[config.mk]
export PLATFORM = sky130hd
export DESIGN_NAME = trng_vn_packer
export DESIGN_NICKNAME = d
export VERILOG_FILES = /design/src/rtl/trng_pkg.sv /design/src/rtl/trng_rct.sv /design/src/rtl/trng_vn_packer.sv
export SDC_FILE = /design/constraint.sdc
export NUM_CORES = 1
export LEC_CHECK = 0
export CAP_MARGIN = 20
export CORE_ASPECT_RATIO = 0.7
export CORE_MARGIN = 4
export CORE_UTILIZATION = 25
export DETAILED_ROUTE_END_ITERATION = 12
export HOLD_SLACK_MARGIN = 0.15
export PLACE_DENSITY = 0.52
export SYNTH_ARGS = -nofsm -noshare
export SYNTH_HDL_FRONTEND = slang
export SYNTH_SLANG_ARGS = --single-unit
export TNS_END_PERCENT = 5
[constraint.sdc]
create_clock -name clock -period 3.1 [get_ports clock]
set_input_delay 0.62 -clock clock [delete_from_list [all_inputs] [get_ports clock]]
set_output_delay 0.62 -clock clock [all_outputs]
set_load 0.02 [all_outputs]
[src/rtl/trng_pkg.sv]
// Shared definitions for the TRNG conditioning chain: the von Neumann pair
// FSM states and the default sizing constants used by the packer.
package trng_pkg;

  typedef enum logic {
    PAIR_EMPTY = 1'b0,
    PAIR_HALF  = 1'b1
  } pair_state_t;

  localparam int DEFAULT_WORD_W     = 8;
  localparam int DEFAULT_RCT_CUTOFF = 32;
  localparam int DEFAULT_RCT_W      = 6;
  localparam int DEFAULT_DROP_W     = 16;

endpackage

[src/rtl/trng_rct.sv]
// Repetition count health test: counts consecutive identical raw bits and
// pulses trip on the raw bit that makes the run length reach the cutoff.
module trng_rct
  import trng_pkg::*;
#(
  parameter int RCT_CUTOFF = DEFAULT_RCT_CUTOFF,
  parameter int RCT_W      = DEFAULT_RCT_W
) (
  input  logic clock,
  input  logic reset,
  input  logic enable,
  input  logic raw_bit,
  input  logic raw_valid,
  output logic trip
);

  localparam logic [RCT_W-1:0] CUTOFF  = RCT_W'(RCT_CUTOFF);
  localparam logic [RCT_W-1:0] CNT_MAX = '1;

  logic [RCT_W-1:0] cnt;
  logic [RCT_W-1:0] next_cnt;
  logic             last_bit;

  // Run length after this bit; an empty counter always starts a fresh run and
  // a long run saturates so it never wraps back under the cutoff.
  always_comb begin
    next_cnt = cnt;
    if (cnt == '0 || raw_bit != last_bit) begin
      next_cnt = RCT_W'(1);
    end else if (cnt != CNT_MAX) begin
      next_cnt = cnt + RCT_W'(1);
    end
    trip = enable && raw_valid && (next_cnt == CUTOFF);
  end

  // Run-length tracking; disabling the block forgets the current run.
  always_ff @(posedge clock or posedge reset) begin
    if (reset) begin
      cnt      <= '0;
      last_bit <= 1'b0;
    end else if (!enable) begin
      cnt      <= '0;
    end else if (raw_valid) begin
      cnt      <= next_cnt;
      last_bit <= raw_bit;
    end
  end

endmodule

[src/rtl/trng_vn_packer.sv]
// Raw ring-oscillator bit conditioner: repetition health test, von Neumann
// debiasing, packing into words and a one-word valid/ready holding register
// that counts words lost to back-pressure.
module trng_vn_packer
  import trng_pkg::*;
#(
  parameter int WORD_W     = DEFAULT_WORD_W,
  parameter int RCT_CUTOFF = DEFAULT_RCT_CUTOFF,
  parameter int RCT_W      = DEFAULT_RCT_W,
  parameter int DROP_W     = DEFAULT_DROP_W
) (
  input  logic              clock,
  input  logic              reset,
  input  logic              enable,
  input  logic              raw_bit,
  input  logic              raw_valid,
  input  logic              clear_fail,
  output logic [WORD_W-1:0] word_data,
  output logic              word_valid,
  input  logic              word_ready,
  output logic              health_fail,
  output logic [DROP_W-1:0] drop_count
);

  localparam int                   BIT_CNT_W = $clog2(WORD_W);
  localparam logic [BIT_CNT_W-1:0] LAST_IDX  = BIT_CNT_W'(WORD_W - 1);

  pair_state_t          pair_state;
  logic                 pair_bit;
  logic [WORD_W-1:0]    shift;
  logic [BIT_CNT_W-1:0] bit_cnt;
  logic                 trip;
  logic                 active;
  logic                 emit_valid;
  logic                 word_done;
  logic                 holder_free;
  logic [WORD_W-1:0]    full_word;

  trng_rct #(
    .RCT_CUTOFF(RCT_CUTOFF),
    .RCT_W     (RCT_W)
  ) u_rct (
    .clock    (clock),
    .reset    (reset),
    .enable   (enable),
    .raw_bit  (raw_bit),
    .raw_valid(raw_valid),
    .trip     (trip)
  );

  // A differing pair emits its first bit; the last bit of a word is merged
  // straight into the completed word so it can load without an extra cycle.
  always_comb begin
    active      = enable && !health_fail;
    emit_valid  = active && raw_valid && (pair_state == PAIR_HALF) && (pair_bit != raw_bit);
    word_done   = emit_valid && (bit_cnt == LAST_IDX);
    holder_free = !word_valid || word_ready;
    full_word   = shift;
    full_word[WORD_W-1] = pair_bit;
  end

  // Pair FSM and bit packer; a health trip or disable discards partial work.
  always_ff @(posedge clock or posedge reset) begin
    if (reset) begin
      pair_state <= PAIR_EMPTY;
      pair_bit   <= 1'b0;
      shift      <= '0;
      bit_cnt    <= '0;
    end else if (trip || !enable) begin
      pair_state <= PAIR_EMPTY;
      shift      <= '0;
      bit_cnt    <= '0;
    end else if (active && raw_valid) begin
      unique case (pair_state)
        PAIR_EMPTY: begin
          pair_bit   <= raw_bit;
          pair_state <= PAIR_HALF;
        end
        PAIR_HALF: begin
          pair_state <= PAIR_EMPTY;
          if (emit_valid) begin
            if (word_done) begin
              shift   <= '0;
              bit_cnt <= '0;
            end else begin
              shift[bit_cnt] <= pair_bit;
              bit_cnt        <= bit_cnt + BIT_CNT_W'(1);
            end
          end
        end
        default: pair_state <= PAIR_EMPTY;
      endcase
    end
  end

  // Holding register and saturating drop counter; a trip throws away the held word.
  always_ff @(posedge clock or posedge reset) begin
    if (reset) begin
      word_data  <= '0;
      word_valid <= 1'b0;
      drop_count <= '0;
    end else if (trip) begin
      word_valid <= 1'b0;
    end else begin
      if (word_done && holder_free) begin
        word_data  <= full_word;
        word_valid <= 1'b1;
      end else if (word_valid && word_ready) begin
        word_valid <= 1'b0;
      end
      if (word_done && !holder_free && drop_count != '1) begin
        drop_count <= drop_count + DROP_W'(1);
      end
    end
  end

  // Sticky health failure; a new trip outranks a simultaneous clear.
  always_ff @(posedge clock or posedge reset) begin
    if (reset) begin
      health_fail <= 1'b0;
    end else if (trip) begin
      health_fail <= 1'b1;
    end else if (clear_fail) begin
      health_fail <= 1'b0;
    end
  end

endmodule

Yosys cells after proc, flatten, opt, wreduce, memory -nomap -nowiden
Index checks and enable logic that the tools add are counted.

operators by class
  equality and inequality tests = 7
  reductions and logical operators = 30
  bitwise operators = 3
  add/subtract/negate cells = 3
  order comparisons = 2
  mux-type cells = 25

operators by type and width
  operator                                                            number
  2-to-1 mux 8 bit                                                    5
  2-to-1 mux 6 bit                                                    4
  adder 16 x 1 -> 16 bit (second input constant)                      1
  inequality test 16 bit (second input constant)                      1
  2-to-1 mux 3 bit                                                    5
  logical AND 1 bit                                                   12
  bitwise mux 8 bit                                                   1
  2-to-1 mux 1 bit                                                    8
  nonzero test 2 bit                                                  4
  adder 6 x 1 -> 6 bit (second input constant)                        1
  equality test 6 bit (second input constant)                         1
  zero test 6 bit                                                     1
  inequality test 6 bit (second input constant)                       1
  AND reduction 2 bit                                                 3
  AND reduction 3 bit                                                 2
  zero test 1 bit                                                     4
  < comparator 3 x 4 -> 1 bit (second input constant)                 1
  adder 3 x 1 -> 3 bit (second input constant)                        1
  demux 1 bit (select 3 bit)                                          1
  equality test 3 bit (second input constant)                         1
  greater-or-equal comparator 3 x 1 -> 1 bit (second input constant)  1
  logical OR 1 bit                                                    3
  inverter 1 bit                                                      3
  nonzero test 3 bit                                                  1
  other kinds (3)                                                     4

storage, ports and cells
  logic and storage cells = 80
  input bits = 7
  output and inout bits = 26
  flip-flop bits (word level) = 46

Logic depth before layout (Yosys ltp)
Gate-level depths: netlist of the first run.

  depth after elaboration = 11
  mapped depth = 8
  mapped depth without buffers = 7

Hierarchy
Synthesis of the first run repeated with hierarchy kept, for this count alone.

second synthesis, totals
  cells, all modules = 221
  area, all modules = 2313.5 µm²

modules (own cells, without submodules)
  module          cells each  seq. area each (µm²)  area each (µm²)  instances
  trng_vn_packer  161         950.9                 1783.0           1
  trng_rct        60          175.2                 530.5            1

Worst setup path before layout of the first run
OpenSTA, ideal clock, no wires.

  kind = register -> register
  from = register u_rct.cnt[0]
  to = register word_data[0]
  required time = 2.972 ns
  cell stages (with the launch flop) = 9
  path buffers = 1
  period minus slack after synthesis = 2.448 ns
  setup time = 0.128 ns
  data arrival time = 2.320 ns
  slack = 0.652 ns
  cell sequence = dfrtp_1 > ha_1 > or3_1 > a221o_1 > nor4_2 > a21oi_2 > and2_1 > buf_2 > mux2_1

between the ends
  word-level cells in the longest chain between the ends = 7
  elaborated cells on any way between the ends = 10
  classes of those cells = 1 x add/sub; 2 x eq/ne; 2 x mux; 1 x bitwise; 4 x reduce/logical

ends and longest elaborated chain
  what                                                         line                            RTL
  start: declaration                                           trng_rct.sv:20                  logic [RCT_W-1:0] cnt;
  start signal: assignment                                     trng_rct.sv:44                  cnt <= next_cnt;
  adder 6 x 1 -> 6 bit (tied with other cells)                 trng_rct.sv:31                  next_cnt = cnt + RCT_W'(1);
  2-to-1 mux 6 bit / logical OR 1 bit (equally long branches)  trng_rct.sv:30, trng_rct.sv:28
  2-to-1 mux 6 bit *                                           trng_rct.sv:28                  if (cnt == '0 || raw_bit != last_bit) begin
  equality test 6 bit *                                        trng_rct.sv:33                  trip = enable && raw_valid && (next_cnt == CUTOFF);
  logical AND 1 bit *                                          trng_rct.sv:33
  inverter 1 bit (no line) *                                   n/a
  AND reduction 2 bit (no line) *                              n/a
  end signal: assignment                                       trng_vn_packer.sv:106           word_data <= full_word;
  end: declaration                                             trng_vn_packer.sv:18            output logic [WORD_W-1:0] word_data,

Mark *: on every way between the ends. The rest lies on a longest branch, timed or not.
A chain may end at the register's enable or synchronous reset.

Worst setup path in the final report of the first run
  from = register u_rct.cnt[0]
  to = register shift[5]

between the ends
  word-level cells in the longest chain between the ends = 8
  elaborated cells on any way between the ends = 14
  classes of those cells = 1 x add/sub; 2 x eq/ne; 3 x mux; 8 x reduce/logical

ends and longest elaborated chain
  what                                                         line                            RTL
  adder 6 x 1 -> 6 bit (tied with other cells)                 trng_rct.sv:31
  2-to-1 mux 6 bit / logical OR 1 bit (equally long branches)  trng_rct.sv:30, trng_rct.sv:28
  2-to-1 mux 6 bit *                                           trng_rct.sv:28
  equality test 6 bit *                                        trng_rct.sv:33
  logical AND 1 bit *                                          trng_rct.sv:33
  logical OR 1 bit *                                           trng_vn_packer.sv:69            end else if (trip || !enable) begin
  nonzero test 2 bit (no line)                                 n/a
  AND reduction 3 bit (no line)                                n/a
  end signal: indexed assignment                               trng_vn_packer.sv:86            shift[bit_cnt] <= pair_bit;
  end: declaration                                             trng_vn_packer.sv:30            logic [WORD_W-1:0] shift;

Marks and branches as above.

==> flow_summary.ini, run 1 <==
[cells_and_area]
multi_input_area_sq_mm = 0.00110
ff_latch_area_sq_mm = 0.00113
layout.nets = 270
diodes = 0
final_layout_size_suffix_gt1_share_pct = 9.30
fin_area_sq_mm = 0.00295
fillers = 886
stdcell_count = 378
postLayoutCoreUtil_pct = 33.8
synthToLayoutAreaGrowth_pct = 28.3

[setup_path]
crit_arrival_ns = 2.81
required_ns = 3.26
cp_max_fo = 8
crit_slowest_cell = or4_4
endpoint_kind = register
max_stage_delay_ns = 0.46
cp_cell_sequence = ha_1 > or3_1 > a221o_1 > or4_4 > o21ai_2 > o2111ai_1 > mux2i_1
crit_type = reg2reg
cp-start-kind = register

[yosys]
synth_edf_count = 0
synthDistinctLibCells = 46
synth_cells = 218
synth_top_area_share_pct = 48.9
ys_warn_count = 0
synth.most_common_cell = dfrtp_1
ys_seq_elements = 45
synthArstFlopShare_pct = 100
synth.avg_cell_area_sq_um = 10.6
synthTopCellsByCount = dfrtp_1, nand2_1, nor2_1, xnor2_1, nor3_1
synthTopCellsByArea = dfrtp_1, xnor2_1, mux2_1, nand2_1, mux2i_1
ys_dominant_reg_cell = dfrtp_1
yosys.area.top_type = dfrtp_1
syn_area_sq_mm = 0.00230
syn_nets = 230
ys_seq_area_share_pct = 48.9

[placed_design]
placed_area_sq_mm = 0.00279
dp_cells = 371
hpwl_mm = 3.64
place.gp.congestion = 0.797
io_buffers = 32

[timing]
max_freq_ghz = 0.377
fin_crit_sh_pct = 85.5
setup_tns_ns = 0
finalCriticalPeriod_ns = 2.65
tightest_slew_ns = 0.592
drv_slew = 0
final-hold-violation-count = 0
timing.hold.ws_ns = 0.485
slew_headroom_pct = 60.5
finClkSkew_ns = 0.00549
rsz0062_at_grt = false
setup_viol_count_final = 0

[clocking]
ctsHoldBuffers = 0
cts.sink_count = 45
postCtsSetupBuffers = 0
ctsLongestPathBuffers = 2
cts_buffers = 5
cts_resized = 0
clk_latency_ns = 0.29
cts_tree = done
htree_levels = 2
cts_root_buffer = clkbuf_16
clk_pin_slew_ns = 0.06

[detailed_routing]
vias = 1702
viasPerCell = 4.50
initialDrtViolationCount = 79
ant_nets = 0
drt-pass1-iter-count = 4
drt-total-wl_mm = 5.07
drc = 0
wl_per_cell_um = 13.4

[global_routing]
grt_pass1_wl_mm = 8.74
antenna_found_initial = 0
grt_pass1_vias = 1718
track_usage_pct = 10.3
grt_overflow = 0
grt_max_degree = 46

[status]
status = finished, final reports clean

[min_path]
hold_path_class = reg2reg

[floorplanning]
ioPinCount = 33
die_w_um = 123
initial_core_util_pct = 26.4
die_y_um = 88.3
core_area_sq_mm = 0.00872
num_rows = 28
dieArea_sq_mm = 0.0108

[run]
cap_violations = 0

[power]
p_leak_nw = 1.33
powerDensity_mw_per_mm2 = 434
vdd_drop_max_mv = 0.197
==> placed cells by master, fill, tap and decap left out, types with 2 or more instances in the layout <==
| master | netlist | final |
|---|---|---|
| nand2_1 | 21 | 21 |
| nand4_1 | 7 | 7 |
| xor2_1 | 7 | 7 |
| clkdlybuf4s50_1 | 0 | 32 |
| inv_1 | 8 | 7 |
| mux2i_1 | 7 | 7 |
| and3_1 | 7 | 7 |
| ha_1 | 5 | 5 |
| o2111ai_1 | 3 | 3 |
| nor2_1 | 17 | 17 |
| nand3_1 | 6 | 6 |
| mux2_2 | 2 | 2 |
| o21ai_1 | 2 | 2 |
| nand3b_1 | 2 | 2 |
| mux2_1 | 9 | 9 |
| o211ai_1 | 2 | 2 |
| nor3_1 | 10 | 10 |
| xnor2_1 | 12 | 12 |
| a21o_1 | 2 | 2 |
| a211oi_1 | 2 | 2 |
| a21oi_1 | 6 | 6 |
| clkbuf_16 | 0 | 5 |
| nor4_1 | 2 | 2 |
| o21a_1 | 4 | 4 |
| buf_4 | 0 | 9 |
| and2_1 | 3 | 3 |
| dfrtp_1 | 45 | 45 |
==> registers in the layout, summed over array words and instances (netlist names) <==
signal	flops
shift	7
health_fail	1
pair_state	1
drop_count	16
u_rct.cnt	6
pair_bit	1
word_valid	1
bit_cnt	3
u_rct.last_bit	1
word_data	8
==> power by group <==
part / total, W / internal, W / switching, W / leakage (nW)
logic: 0.0000769 / 0.0000314 / 0.0000455 / 0.634
registers: 0.000606 / 0.000596 / 0.00000965 / 0.616
clock network: 0.000598 / 0.000375 / 0.000223 / 0.0797
total: 0.00128 / 0.00100 / 0.000279 / 1.33
==> per-layer routing <==
metal	global-route usage, %	share of wire, %	vias up
met2	14.9	42	30
met3	3.07	4.4	6
met1	15.0	52	808
met4	2.74	1.0	0
met5	0	0	-
li1	-	-	858
==> worst paths after layout <==
kind                       slack [ns]          from  cells past startpoint           end
setup / recovery                 0.45  u_rct.cnt[0]                      7      shift[5]
hold / removal                   0.48  word_data[0]                      1  word_data[0]
setup reg to reg                 0.45  u_rct.cnt[0]                      7      shift[5]
hold reg to reg                  0.48  word_data[0]                      1  word_data[0]
max in group asynchronous        1.90         reset                      3  u_rct.cnt[0]
min in group asynchronous        0.79         reset                      3      shift[6]
==> stage by stage <==
stage,power [W],setup WS (ns)
detailed placement,0.000696,0.183
floorplan,0.000666,0.652
CTS,0.00130,0.452
global placement,0.000696,0.221
global route,0.00134,0.310
finish,0.00128,0.449
==> kinds of logic after synthesis <==
| family | share of synthesized area, % |
|---|---|
| adders and majority gates | 2.72 |
| AOI/OAI and AO/OA | 11.1 |
| and+or+nand+nor | 18.2 |
| xor gates and xnor gates | 7.23 |
| buffers and inverters | 3.37 |
| DFF | 48.9 |
| muxes | 8.42 |
==> area by class of cell <==
cell class                      count  area share, %
Clock inverter                      2           1.19
Multi-Input combinational cell    157           37.2
Sequential cell                    45           38.1
Timing Repair Buffer               41           13.1
Inverter                            8           1.02
Clock buffer                        5           4.24
Tap cell                          120           5.08
==> worst max-delay path: cells and delay by family, from the launching register on <==
| kind | cells | cell delay, ns |
|---|---|---|
| AND/OR/NAND/NOR | 2 | 0.78 |
| flip-flops | 1 | 0.44 |
| multiplexers | 1 | 0.15 |
| adder cells (fa/ha/maj) | 1 | 0.30 |
| AO/OA/AOI/OAI | 3 | 0.86 |
Note: power is estimated with default switching activity, not from simulation.
==> inputs of run 2 (changes only) <==
==> constraint.sdc (replaced) <==
create_clock -name clock -period 3.31 [get_ports clock]
set_input_delay 0.662 -clock clock [delete_from_list [all_inputs] [get_ports clock]]
set_output_delay 0.662 -clock clock [all_outputs]
set_load 0.02 [all_outputs]
==> run 2 against run 1 <==
Hold slack worse by 0.0026 ns. Register-to-register slack better by 0.08 ns. Fmax is 4.7% lower. Sequential cell count stayed put. Critical path depth stayed put. Via count is 1.1% higher. Clock power is 7.4% lower. Global-route usage is 0.080 points higher. Final cell count is 0.53% lower. Critical path type unchanged.
==> flow_summary.ini, run 2 (synthesis results as in run 1) <==
[detailed_routing]
viasPerCell = 4.58
ant_nets = 0
wl_per_cell_um = 13.6
drt-pass1-iter-count = 4
drt-total-wl_mm = 5.10
drc = 0
initialDrtViolationCount = 49
vias = 1721

[global_routing]
grt_max_degree = 46
grt_pass1_vias = 1769
grt_pass1_wl_mm = 8.85
antenna_found_initial = 0
grt_overflow = 0
track_usage_pct = 10.4

[cells_and_area]
layout.nets = 268
final_common_cell = dfrtp_1
reg_top3 = drop_count x16, word_data x8, shift x7
top_register = drop_count
fillers = 895
diodes = 0
synthToLayoutAreaGrowth_pct = 27.6
final_layout_size_suffix_gt1_share_pct = 8.59
largest_reg_flops = 16
most-common-layout-cells = dfrtp_1, clkdlybuf4s50_1, nand2_1

[timing]
drv_slew = 0
timing.hold.ws_ns = 0.482
slew_headroom_pct = 60.8
setup_viol_count_final = 0
max_freq_ghz = 0.360
finClkSkew_ns = 0.00372
final-hold-violation-count = 0
finalCriticalPeriod_ns = 2.78
setup_tns_ns = 0
tightest_slew_ns = 0.588
fin_crit_sh_pct = 84.0
rsz0062_at_grt = false

[setup_path]
crit_arrival_ns = 2.94
cp_max_fo = 11
endpoint_kind = register
cp-start-kind = register
crit_type = reg2reg
required_ns = 3.47

[power]
p_int_w = 0.000938
p_leak_nw = 1.32
powerDensity_mw_per_mm2 = 406
power_frac_clock_pct = 46.4
comb_power_share_pct = 6.1
p_sw_w = 0.000256
power_w = 0.00119
p_seq_share_pct = 47.5
vdd_drop_max_mv = 0.195
swShare_pct = 21.4

[clocking]
clk_pin_slew_ns = 0.06
clk_latency_ns = 0.28
cts_buffers = 5
cts_root_buffer = clkbuf_16
cts_tree = done
cts.sink_count = 45
cts_resized = 0
ctsLongestPathBuffers = 2
htree_levels = 2
ctsHoldBuffers = 0
postCtsSetupBuffers = 0

[floorplanning]
die_y_um = 88.3
initial_core_util_pct = 26.4
dieArea_sq_mm = 0.0108
num_rows = 28
ioPinCount = 33
die_w_um = 123
core_area_sq_mm = 0.00872

[min_path]
hold_path_class = reg2reg

[status]
status = finished, final reports clean

[run]
cap_violations = 0

[placed_design]
io_buffers = 32
hpwl_mm = 3.69
place.gp.congestion = 0.767
==> run 2: changes by cell type in the layout (fill, tap and decap cells not counted), sizes merged <==
cell / previous run / this run
buf: 9 / 7
==> run 2: routing by layer <==
layer | vias up | GRT usage [%] | wire length (um) | part of all wire, %
met5 | - | 0 | 0 | 0
met4 | 0 | 2.74 | 23 | 0.45
met1 | 834 | 15.3 | 2710 | 53
met2 | 27 | 15.1 | 2190 | 43
li1 | 858 | - | - | -
met3 | 2 | 2.81 | 174 | 3.4
==> run 2: per-stage QoR <==
stage          cell area [sq um]  setup WS, ns  cells  util [%]
6_report                    2940         0.530    376      33.7
5_1_grt                     2940         0.347    376      33.7
4_1_cts                     2940         0.536    376      33.7
3_5_place_dp                2780         0.261    369      31.8
3_3_place_gp                2780         0.318    369      31.8
2_1_floorplan               2300         0.830    218         -
==> run 2: cell type report <==
| class | count | area [sq um] | area share (%) |
|---|---|---|---|
| flip-flops and latches | 45 | 1130 | 38.3 |
| multi-input cells | 157 | 1100 | 37.4 |
| repair buffers | 39 | 373 | 12.7 |
| well taps | 120 | 150 | 5.11 |
| clock buffers | 5 | 125 | 4.26 |
| clock inverters | 2 | 35.0 | 1.19 |
| inverters | 8 | 30.0 | 1.02 |
==> run 2: critical path, cell delays in order, from the launching register on <==
cell and delay [ns]:
dfrtp_1 0.43, ha_1 0.31, or3_1 0.33, a221o_1 0.37, or4_4 0.47, o21ai_2 0.40, o2111ai_1 0.19, mux2i_1 0.14
==> run 2: power by group through the flow <==
stage | Clock, W | Sequential (W) | Combinational, W
6_report | 0.000554 | 0.000567 | 0.0000724
5_1_grt | 0.000589 | 0.000568 | 0.0000819
4_1_cts | 0.000575 | 0.000567 | 0.0000739
3_5_place_dp | 0 | 0.000578 | 0.0000736
3_3_place_gp | 0 | 0.000578 | 0.0000736
2_1_floorplan | 0 | 0.000574 | 0.0000492
==> run 2: path summary, 6_finish.rpt <==
| check | from | to | slack, ns | cells after the start |
|---|---|---|---|---|
| worst max-delay path | u_rct.cnt[0] | shift[5] | 0.53 | 7 |
| worst max register to register | u_rct.cnt[0] | shift[5] | 0.53 | 7 |
| worst min register to register | word_data[0] | word_data[0] | 0.48 | 1 |
| max in group asynchronous | reset | drop_count[4] | 2.08 | 3 |
| worst min-delay path | word_data[0] | word_data[0] | 0.48 | 1 |
| min in group asynchronous | reset | word_data[6] | 0.84 | 3 |
